==> src/rtl/time_keeper_if.sv <==
// Bundle between the mode controller and the timekeeping datapath:
// field-select/adjust controls in, current time, alarm and match status out.
interface time_keeper_if;
    logic [4:0] EN;
    logic       adjust;
    logic       up;
    logic       down;
    logic [4:0] time_h;
    logic [5:0] time_m;
    logic [5:0] time_s;
    logic [4:0] alarm_h;
    logic [5:0] alarm_m;
    logic       armed;
    logic       Z;
    logic       tick;

    modport master (
        output EN, adjust, up, down,
        input  time_h, time_m, time_s, alarm_h, alarm_m, armed, Z, tick
    );

    modport slave (
        input  EN, adjust, up, down,
        output time_h, time_m, time_s, alarm_h, alarm_m, armed, Z, tick
    );
endinterface

==> src/rtl/time_keeper.sv <==
// 24-hour time/alarm datapath: per-second prescaler, non-carrying field adjust, registered alarm match.
// Optional macro ADJ_SEC_CLR_EN: a time-hours/minutes adjust also zeroes seconds and the prescaler.
module time_keeper #(
    parameter int unsigned TICK_DIV = 100_000_000
) (
    input  logic         clk,
    input  logic         rst,
    time_keeper_if.slave bus
);
    localparam int unsigned   PW     = $clog2(TICK_DIV);
    localparam logic [PW-1:0] P_LAST = PW'(TICK_DIV - 1);

    typedef enum logic [2:0] {
        SEL_NONE,
        SEL_TIME_H,
        SEL_TIME_M,
        SEL_ALARM_H,
        SEL_ALARM_M
    } sel_e;

    logic [PW-1:0] r_presc;
    logic [4:0]    r_h;
    logic [5:0]    r_m;
    logic [5:0]    r_s;
    logic [4:0]    r_ah;
    logic [5:0]    r_am;
    logic          r_armed;
    logic          r_z;
    logic          r_tick;

    sel_e          w_sel;
    logic          w_step;
    logic          w_dn;
    logic          w_wrap;
    logic          w_time_adj;
    logic [4:0]    w_h_adj;
    logic [5:0]    w_m_adj;
    logic [4:0]    w_ah_adj;
    logic [5:0]    w_am_adj;
    logic [5:0]    w_s_tick;
    logic [5:0]    w_m_tick;
    logic [4:0]    w_h_tick;

    function automatic logic [5:0] wrap_step(input logic [5:0] v, input logic [5:0] top,
                                             input logic dn);
        if (dn)
            return (v == '0) ? top : v - 6'd1;
        return (v == top) ? '0 : v + 6'd1;
    endfunction

    assign w_step = bus.adjust & (bus.up ^ bus.down);
    assign w_dn   = bus.down;

    always_comb begin
        w_sel = SEL_NONE;
        if (w_step) begin
            if (bus.EN[4])
                w_sel = SEL_TIME_H;
            else if (bus.EN[3])
                w_sel = SEL_TIME_M;
            else if (bus.EN[2])
                w_sel = SEL_ALARM_H;
            else if (bus.EN[1])
                w_sel = SEL_ALARM_M;
        end
    end

    assign w_wrap     = bus.EN[0] & (r_presc == P_LAST);
    assign w_time_adj = (w_sel == SEL_TIME_H) | (w_sel == SEL_TIME_M);

    assign w_h_adj  = 5'(wrap_step({1'b0, r_h}, 6'd23, w_dn));
    assign w_m_adj  = wrap_step(r_m, 6'd59, w_dn);
    assign w_ah_adj = 5'(wrap_step({1'b0, r_ah}, 6'd23, w_dn));
    assign w_am_adj = wrap_step(r_am, 6'd59, w_dn);

    // Second tick carry chain; only consulted when no time-field adjust wins the cycle.
    assign w_s_tick = wrap_step(r_s, 6'd59, 1'b0);
    assign w_m_tick = (r_s == 6'd59) ? wrap_step(r_m, 6'd59, 1'b0) : r_m;
    assign w_h_tick = ((r_s == 6'd59) && (r_m == 6'd59)) ?
                      5'(wrap_step({1'b0, r_h}, 6'd23, 1'b0)) : r_h;

    always_ff @(posedge clk) begin
        if (!rst) begin
            r_presc <= '0;
            r_h     <= '0;
            r_m     <= '0;
            r_s     <= '0;
            r_ah    <= '0;
            r_am    <= '0;
            r_armed <= 1'b0;
            r_z     <= 1'b0;
            r_tick  <= 1'b0;
        end else begin
            r_tick <= w_wrap;
            r_z    <= r_armed & (r_h == r_ah) & (r_m == r_am);

            if (w_wrap)
                r_presc <= '0;
            else if (bus.EN[0])
                r_presc <= r_presc + PW'(1);

            if (w_time_adj) begin
                if (w_sel == SEL_TIME_H)
                    r_h <= w_h_adj;
                else
                    r_m <= w_m_adj;
`ifdef ADJ_SEC_CLR_EN
                r_s     <= '0;
                r_presc <= '0;
`endif
            end else if (w_wrap) begin
                r_s <= w_s_tick;
                r_m <= w_m_tick;
                r_h <= w_h_tick;
            end

            if (w_sel == SEL_ALARM_H) begin
                r_ah    <= w_ah_adj;
                r_armed <= 1'b1;
            end else if (w_sel == SEL_ALARM_M) begin
                r_am    <= w_am_adj;
                r_armed <= 1'b1;
            end
        end
    end

    assign bus.time_h  = r_h;
    assign bus.time_m  = r_m;
    assign bus.time_s  = r_s;
    assign bus.alarm_h = r_ah;
    assign bus.alarm_m = r_am;
    assign bus.armed   = r_armed;
    assign bus.Z       = r_z;
    assign bus.tick    = r_tick;
endmodule

==> src/flat_wrapper.sv <==
// flat-port wrapper written by rule: the top's interface ports become plain ports
module time_keeper_flat 
#(
    parameter int unsigned TICK_DIV = 100_000_000
)
  (clk, rst, bus_EN, bus_adjust, bus_up, bus_down, bus_time_h, bus_time_m, bus_time_s, bus_alarm_h, bus_alarm_m, bus_armed, bus_Z, bus_tick);
  time_keeper_if bus_i ();
  input  logic clk;
  input  logic rst;
  input wire logic [$bits(bus_i.EN)-1:0] bus_EN;
  input wire logic [$bits(bus_i.adjust)-1:0] bus_adjust;
  input wire logic [$bits(bus_i.up)-1:0] bus_up;
  input wire logic [$bits(bus_i.down)-1:0] bus_down;
  output wire logic [$bits(bus_i.time_h)-1:0] bus_time_h;
  output wire logic [$bits(bus_i.time_m)-1:0] bus_time_m;
  output wire logic [$bits(bus_i.time_s)-1:0] bus_time_s;
  output wire logic [$bits(bus_i.alarm_h)-1:0] bus_alarm_h;
  output wire logic [$bits(bus_i.alarm_m)-1:0] bus_alarm_m;
  output wire logic [$bits(bus_i.armed)-1:0] bus_armed;
  output wire logic [$bits(bus_i.Z)-1:0] bus_Z;
  output wire logic [$bits(bus_i.tick)-1:0] bus_tick;
  assign bus_i.EN = bus_EN;
  assign bus_i.adjust = bus_adjust;
  assign bus_i.up = bus_up;
  assign bus_i.down = bus_down;
  assign bus_time_h = bus_i.time_h;
  assign bus_time_m = bus_i.time_m;
  assign bus_time_s = bus_i.time_s;
  assign bus_alarm_h = bus_i.alarm_h;
  assign bus_alarm_m = bus_i.alarm_m;
  assign bus_armed = bus_i.armed;
  assign bus_Z = bus_i.Z;
  assign bus_tick = bus_i.tick;
  time_keeper #(.TICK_DIV(TICK_DIV)) u_core (.clk(clk), .rst(rst), .bus(bus_i));
endmodule
==> config.mk <==
export PLATFORM = sky130hd
export DESIGN_NAME = time_keeper_flat
export DESIGN_NICKNAME = d
export VERILOG_FILES = /design/src/rtl/time_keeper_if.sv /design/src/rtl/time_keeper.sv /design/src/flat_wrapper.sv
export SDC_FILE = /design/constraint.sdc
export NUM_CORES = 1
export LEC_CHECK = 0
export CORE_MARGIN = 4
export CORE_UTILIZATION = 45
export DETAILED_ROUTE_END_ITERATION = 8
export GPL_TIMING_DRIVEN = 1
export PLACE_DENSITY = 0.66
export SYNTH_ARGS = -nofsm -noshare
export SYNTH_HDL_FRONTEND = slang
export SYNTH_SLANG_ARGS = --single-unit
==> constraint.sdc <==
create_clock -name clk -period 3.02 [get_ports clk]
set_input_delay 0.906 -clock clk [delete_from_list [all_inputs] [get_ports clk]]
set_output_delay 0.906 -clock clk [all_outputs]
set_load 0.005 [all_outputs]
======== Word-level counts from Yosys, hierarchy flattened ========
Index checks and enable logic that the tools add are counted.
storage, ports and cells
  logic and storage cells ................. 89
  bits in registers ....................... 58
  input bits .............................. 10
  output and inout port bits .............. 31
cells by class
  reduce and logical (&&, ||, !) cells .... 14
  bitwise gates (word level) .............. 9
  add/sub/neg operators ................... 10
  equality and inequality tests ........... 14
  mux-type cells .......................... 33
operators with widths
  operator                                          count
  2-to-1 mux 6 bit                                  13
  2-to-1 mux 5 bit                                  12
  adder 27 x 1 -> 27 bit, second input constant     1
  == test 27 bit, second input constant             1
  adder 6 x 1 -> 6 bit, second input constant       3
  == test 6 bit, second input constant              3
  2-to-1 mux 3 bit                                  5
  zero test 6 bit                                   2
  subtractor 6 x 1 -> 6 bit, second input constant  2
  adder 5 x 1 -> 5 bit, second input constant       2
  == test 5 bit, second input constant              2
  zero test 5 bit                                   2
  subtractor 5 x 1 -> 5 bit, second input constant  2
  nonzero test 2 bit                                4
  == test 3 x 2 -> 1 bit, second input constant     2
  == test 6 bit                                     1
  AND reduction 3 bit                               2
  == test 5 bit                                     1
  AND 1 bit                                         4
  != test 2 bit, second input constant              2
  AND reduction 2 bit                               2
  == test 3 x 1 -> 1 bit, second input constant     1
  == test 3 bit, second input constant              1
  2-to-1 mux 1 bit                                  3
  5 further kinds                                   7

======== Depth between registers and ports, before layout ========
Gate-level depths: netlist of run 1.
  word-level depth ........................ 9
  mapped depth ............................ 8
  depth with buffers taken out ............ 7

======== Worst setup path after synthesis of run 1 ========
OpenSTA, ideal clock, no wires.
  path type ............................... input port to flip-flop
  start point ............................. in bus_EN[0]
  end point ............................... reg u_core.r_h[0], in the netlist u_core.bus.time_h[0]
  required time ........................... 2.961 ns
  path slack .............................. 0.207 ns
  cell stages on the path ................. 7
  arrival ................................. 2.754 ns
  cells stage by stage .................... clkbuf_1 -> and4_1 -> clkbuf_1 -> nand4_1 -> or4b_4 -> a2111oi_4 -> a31o_1
on the way
  cells in the longest elaborated chain, start to end .. 3
ends and longest elaborated chain
  item                                  line                text
  from (decl)                           flat_wrapper.sv:10  input wire logic [$bits(bus_i.EN)-1:0] bus_EN;
  AND 1 bit                             time_keeper.sv:68   assign w_wrap = bus.EN[0] & (r_presc == P_LAST);
  nonzero test 2 bit (no source line)   n/a
  AND reduction 3 bit (no source line)  n/a
  to (signal assigned)                  time_keeper.sv:104  r_h <= w_h_adj;
  to (signal assigned)                  time_keeper.sv:114  r_h <= w_h_tick;
  to (decl)                             time_keeper.sv:22   logic [4:0] r_h;
Every way passes these cells.
A chain may end at the register's enable or synchronous reset.

======== Worst setup path in the final report of run 1 ========
  start point ............................. reg u_core.r_presc[8]
  end point ............................... reg u_core.r_m[4], in the netlist u_core.bus.time_m[4]
on the way
  cells in the longest elaborated chain, start to end .. 4
ends and longest elaborated chain
  item                                  line                text
  from (decl)                           time_keeper.sv:21   logic [PW-1:0] r_presc;
  from (signal assigned)                time_keeper.sv:100  r_presc <= r_presc + PW'(1);
  == test 27 bit                        time_keeper.sv:68
  AND 1 bit                             time_keeper.sv:68
  nonzero test 2 bit (no source line)   n/a
  AND reduction 3 bit (no source line)  n/a
  to (signal assigned)                  time_keeper.sv:106  r_m <= w_m_adj;
  to (signal assigned)                  time_keeper.sv:113  r_m <= w_m_tick;
  to (decl)                             time_keeper.sv:23   logic [5:0] r_m;
Every way passes these cells.

==> reports/metrics.cfg, run 1 <==
[min_path]
hold_depth = 2
min_path_type = register to register
min_from = u_core.bus.armed

[logic_synthesis]
synth_simple_gate_area_share_pct = 29.0
syn_avg_cell_area_sq_um = 7.94
yosysUniqueCellTypes = 59
yosys.area_share.adder_pct = 4.11
synth_edf_count = 0
synth_mux_area_share_pct = 2.19
syn_area_sq_um = 3650
yosys.area.top_type_share_pct = 31.8
synth_top_family_by_area = simple AND/OR/NAND/NOR gates
synth-xor-area-share_pct = 10.1
synth_area_leader_cell = dfxtp_1
syn_inst = 460
synth_nets = 482
synth-async-reset-ratio_pct = 0
yosys_warnings = 0
synth_compound_area_share_pct = 17.8
ys_ff_latch = 58
synthTopCellsByArea = dfxtp_1, xnor2_1, nor2_1
yosys-top-cells-count = dfxtp_1, nor2_1, nand2_1
synth.most_common_cell = dfxtp_1
ys_seq_area_share_pct = 31.8
ys.flop_type = dfxtp_1

[global_routing]
gr-total-overflow = 0
antenna_found_initial = 0
busiest_layer = met2
grt_max_degree = 28
use_met1_pct = 26.9
grt_first_pass_wirelength_um = 15600
grt.total_usage_pct = 19.5
use_met3_pct = 4.36
grtUsageMet2_pct = 29.5
grt_pass1_vias = 3327

[cts]
hold_buffers = 0
clk_latency_ns = 0.34
cts-buffers-inserted = 9
postCtsSetupBuffers = 0
cts_max_level = 3
cts.repair.resized = 0
cts_tree = done
clk_transition_reported_paths_ns = 0.07
cts.sinks = 58
cts-root-buf = clkbuf_8
cts_buffer_depth = 2

[worst_setup_path]
cp-start-kind = register
worstPathRequired_ns = 3.30
endpoint_kind = register
worstPathArrival_ns = 3.02
reg2regPathDepth = 5
reg2reg_from = u_core.r_presc[8]
cp-startpoint = u_core.r_presc[8]
worstPathMaxFanout = 8
critPathKind = register to register

[flow_run]
drv_cap = 0

[timing]
fin_crit_ns = 2.74
hold_viol = 0
tightest_slew_ns = 0.573
fmax_ghz = 0.365
rsz0062_at_grt = no
finalCritPeriodShare_pct = 90.8
setup-tns-final_ns = 0
clock-skew-final_ns = 0.00668
whs_ns = 0.489
setup_slack_ns = 0.278
relSlewSlack_pct = 61.5
maxSlewViolCount = 0
finalSetupViolations = 0

[power]
p_leak_nw = 1.58
vdd_drop_max_v = 0.000196
power_density_nw_per_um2 = 405

[cells_and_area]
nets = 527
drive_gt1_share_pct = 10.2
diodes = 0
post-route-util_pct = 57.3
syn_to_final_growth_pct = 22.4

[floorplanning]
dieArea_sq_um = 9620
num_rows = 32
pin_count = 41
die_h_um = 98.1
coreArea_sq_um = 7810
initial_core_util_pct = 46.8
die_w_um = 98.1

[placement]
place_congestion = 0.868
dp_hpwl_um = 6390
pre_cts_slack_ns = 0.0299
portBuffers = 40

[route]
drtIter0Drc = 151
drc_errors = 0
wirelength_um = 8860
ant_nets = 0
avgViaCountPerCell = 5.59
dr.pass1.iters = 4
vias = 3414
wl_per_cell_um = 14.5

[outcome]
status = completed

area by class of cell:
class	count	area, sq um
well taps	102	128
clock buffers	10	138
clock inverters	5	78.8
inverters	17	63.8
multi-input cells	353	2310
flip-flops and latches	58	1160
repair buffers	66	596
fillers	737	3340
critical path, cell delays in order, from the launching register on:
cell and delay [ns]:
dfxtp_1 0.35, or4_1 0.52, or4_1 0.68, or4_4 0.62, a221oi_2 0.31, o221a_1 0.20
through the flow:
stage	cells	power [W]	area, sq um
finish	611	0.00181	4470
global route	611	0.00190	4470
CTS	611	0.00184	4470
detailed placement	596	0.00103	4250
global placement	596	0.00102	4250
floorplan	460	0.000947	3650
placed cells by master, fill, tap and decap left out, types with 3 or more instances in the layout:
cell              n
and3_1            7
a211oi_1          9
o211ai_1          3
a31oi_1           5
nor2b_1           5
a311oi_1          4
and4_1            8
o21a_1            6
clkbuf_8         10
buf_4            26
nand2b_1          5
nor3_1           15
xnor2_1          28
mux2i_1           8
ha_1             12
nor2_1           49
nand3_1          19
nand4_1          13
clkdlybuf4s50_1  40
nand4b_1          3
a21oi_1          22
o21ai_0          13
or3_1             9
o221a_2           3
nor4_1            9
dfxtp_1          58
nor3b_1           5
a21boi_0          4
xor2_1           14
inv_1            16
o31ai_1           3
nand2_1          39
power breakdown:
part           switching, W  leakage [nW]  internal, W
Sequential        0.0000234         0.469     0.000778
Combinational      0.000109          1.00     0.000103
Clock              0.000318         0.112     0.000481
routing by layer:
metal	vias to the layer above	share of wire, %
met5	-	0
met4	0	1.7
met3	16	4.3
met2	68	43
met1	1576	51
li1	1754	-
cells by family (layout without fill, tap and decap cells):
family | after synthesis | in the layout
AO/OA/AOI/OAI | 91 | 91
XOR/XNOR | 42 | 42
buffers and inverters | 49 | 98
AND/OR/NAND/NOR | 200 | 200
flip-flops | 58 | 58
multiplexers | 8 | 8
adder cells (fa/ha/maj) | 12 | 12
state kept, by name, summed over array words and instances, names as in the netlist:
signal / count
u_core.bus.alarm_h: 5
u_core.bus.time_h: 5
u_core.r_presc: 27
u_core.bus.tick: 1
u_core.bus.time_m: 6
u_core.bus.Z: 1
u_core.bus.armed: 1
u_core.bus.alarm_m: 6
u_core.bus.time_s: 6
worst paths after layout:
path,to,slack [ns]
hold reg to reg,u_core.bus.Z,0.49
setup / recovery,u_core.bus.time_m[4],0.28
hold / removal,u_core.bus.Z,0.49
setup reg to reg,u_core.bus.time_m[4],0.28
No activity file was read; power rests on OpenSTA's default activity.
==> run 2: changes to the inputs <==
Settings changed: CAP_MARGIN set to 20, GPL_TIMING_DRIVEN 1 to 0, SLEW_MARGIN set to 20.
==> run 2 against run 1 <==
Against the previous run:
- critical path depth is 2 higher
- utilization is 0.96 points lower
- total power is 1.3% higher
- worst setup slack worse by 0.19 ns
- final cell count is 0.65% higher
- register-to-register slack worse by 0.09 ns
- fmax is 6.5% lower
- combinational power hardly changed
- worst hold slack worse by 0.0028 ns
- largest cell class unchanged
- highest routed layer unchanged
==> reports/metrics.cfg, run 2 (synthesis gave the netlist of run 1 again) <==
[power]
power_density_nw_per_um2 = 418
p_leak_nw = 1.49
vdd_drop_max_v = 0.000265

[cts]
hold_buffers = 0
cts.repair.resized = 0
clk_transition_reported_paths_ns = 0.07
cts-buffers-inserted = 9
cts_buffer_depth = 2
postCtsSetupBuffers = 0
cts-root-buf = clkbuf_8
cts_tree = done
clk_latency_ns = 0.34
cts.sinks = 58
cts_max_level = 3

[global_routing]
grt_pass1_vias = 3170
gr-total-overflow = 0
grt_max_degree = 11
grt.total_usage_pct = 19.2
antenna_found_initial = 0
grt_first_pass_wirelength_um = 15200

[route]
ant_nets = 0
wl_per_cell_um = 14.9
dr.pass1.iters = 5
drc_errors = 0
wirelength_um = 9160
avgViaCountPerCell = 5.76
drtIter0Drc = 202
vias = 3540

[worst_setup_path]
worstPathRequired_ns = 3.24
timing.rr.end = u_core.bus.time_s[2]
worstPathMaxFanout = 8
reg2regPathDepth = 6
reg2reg_from = u_core.r_presc[8]
reg2reg_slack_ns = 0.19
endpoint_kind = register
worstPathArrival_ns = 3.16
cp-start-kind = input pin
critPathKind = input pin to register

[min_path]
min_path_type = register to register
hold_end = u_core.bus.Z
min_from = u_core.bus.armed
hold_depth = 2

[cells_and_area]
syn_to_final_growth_pct = 20.3
final_common_cell = dfxtp_1
postLayoutCellArea_sq_um = 4400
post-route-util_pct = 56.3
top_register = u_core.r_presc
largest_reg_flops = 27
drive_gt1_share_pct = 5.85
diodes = 0
finalNonFillerCells = 615
nets = 530
mostFrequentLayoutCells = dfxtp_1, nor2_1, nand2_1

[placement]
dp_hpwl_um = 6560
dp.cells = 599
placed_cell_area_sq_um = 4150
portBuffers = 37
place_congestion = 0.874

[floorplanning]
pin_count = 41
die_w_um = 98.1
coreArea_sq_um = 7810
initial_core_util_pct = 46.8
num_rows = 32
die_h_um = 98.1
dieArea_sq_um = 9620

[timing]
finalCritPeriodShare_pct = 97.1
fmax_ghz = 0.341
setup-tns-final_ns = 0
hold_viol = 0
rsz0062_at_grt = yes
clock-skew-final_ns = 0.0120
maxSlewViolCount = 0
fin_crit_ns = 2.93
finalSetupViolations = 0
whs_ns = 0.486
relSlewSlack_pct = 31.7
tightest_slew_ns = 1.01

[outcome]
status = completed

[flow_run]
drv_cap = 0

==> run 2: changes by cell type in the layout (fill, tap and decap cells not counted), sizes merged <==
| cell | previous run | this run |
|---|---|---|
| clkinv | 4 | 3 |
| clkdlybuf4s50 | 40 | 37 |
| buf | 26 | 3 |
| clkbuf | 10 | 41 |
==> run 2: worst max-delay path by stage <==
stage	start	slack [ns]	to
after floorplan	bus_EN[0]	0.21	u_core.bus.time_h[0]
after global placement	bus_up	-0.30	u_core.bus.time_m[0]
after detailed placement	bus_up	-0.29	u_core.bus.time_m[0]
after CTS	bus_up	0.04	u_core.bus.time_m[3]
after global routing	bus_EN[0]	-0.07	u_core.bus.time_s[2]
final	bus_up	0.09	u_core.bus.time_m[3]
==> run 2: cell type report <==
type                       instances  area, sq um
timing repair buffer              37          370
tap                              102          128
clock buffer                      12          155
multi-input combinational        353         2320
buffer                            32          121
sequential                        58         1160
clock inverter                     4         73.8
inverter                          17         63.8
fill                             744         3410
==> run 2: report_power, final <==
part	internal (W)	switching (W)	leakage, nW
Sequential	0.000778	0.0000146	0.469
Combinational	0.0000918	0.000121	0.903
Clock	0.000510	0.000320	0.117
==> run 2: through the flow <==
step	power, W	setup slack (ns)
after global routing	0.00191	-0.0686
after global placement	0.00101	-0.305
after detailed placement	0.00102	-0.293
after floorplan	0.000947	0.207
after CTS	0.00185	0.0432
final	0.00184	0.0863
==> run 2: per-layer routing <==
metal / share of wire [%] / track usage, % / wire [um]
met1: 49 / 27.5 / 4510
met2: 43 / 28.2 / 3910
met3: 6.9 / 4.86 / 630
met4: 1.2 / 6.07 / 110
met5: 0 / 0 / 0
==> run 2: critical path, cell delays in order <==
cell	delay [ns]
clkdlybuf4s50_1	0.68
xor2_2	0.34
and3_1	0.20
clkbuf_1	0.35
nor2_1	0.17
o21a_1	0.23
o221a_2	0.27
==> run 3: changes to the inputs <==
Settings changed: GPL_TIMING_DRIVEN 0 to not set.
==> results of run 3 <==
Final layout, timing and power as in run 1 (identical DEF).
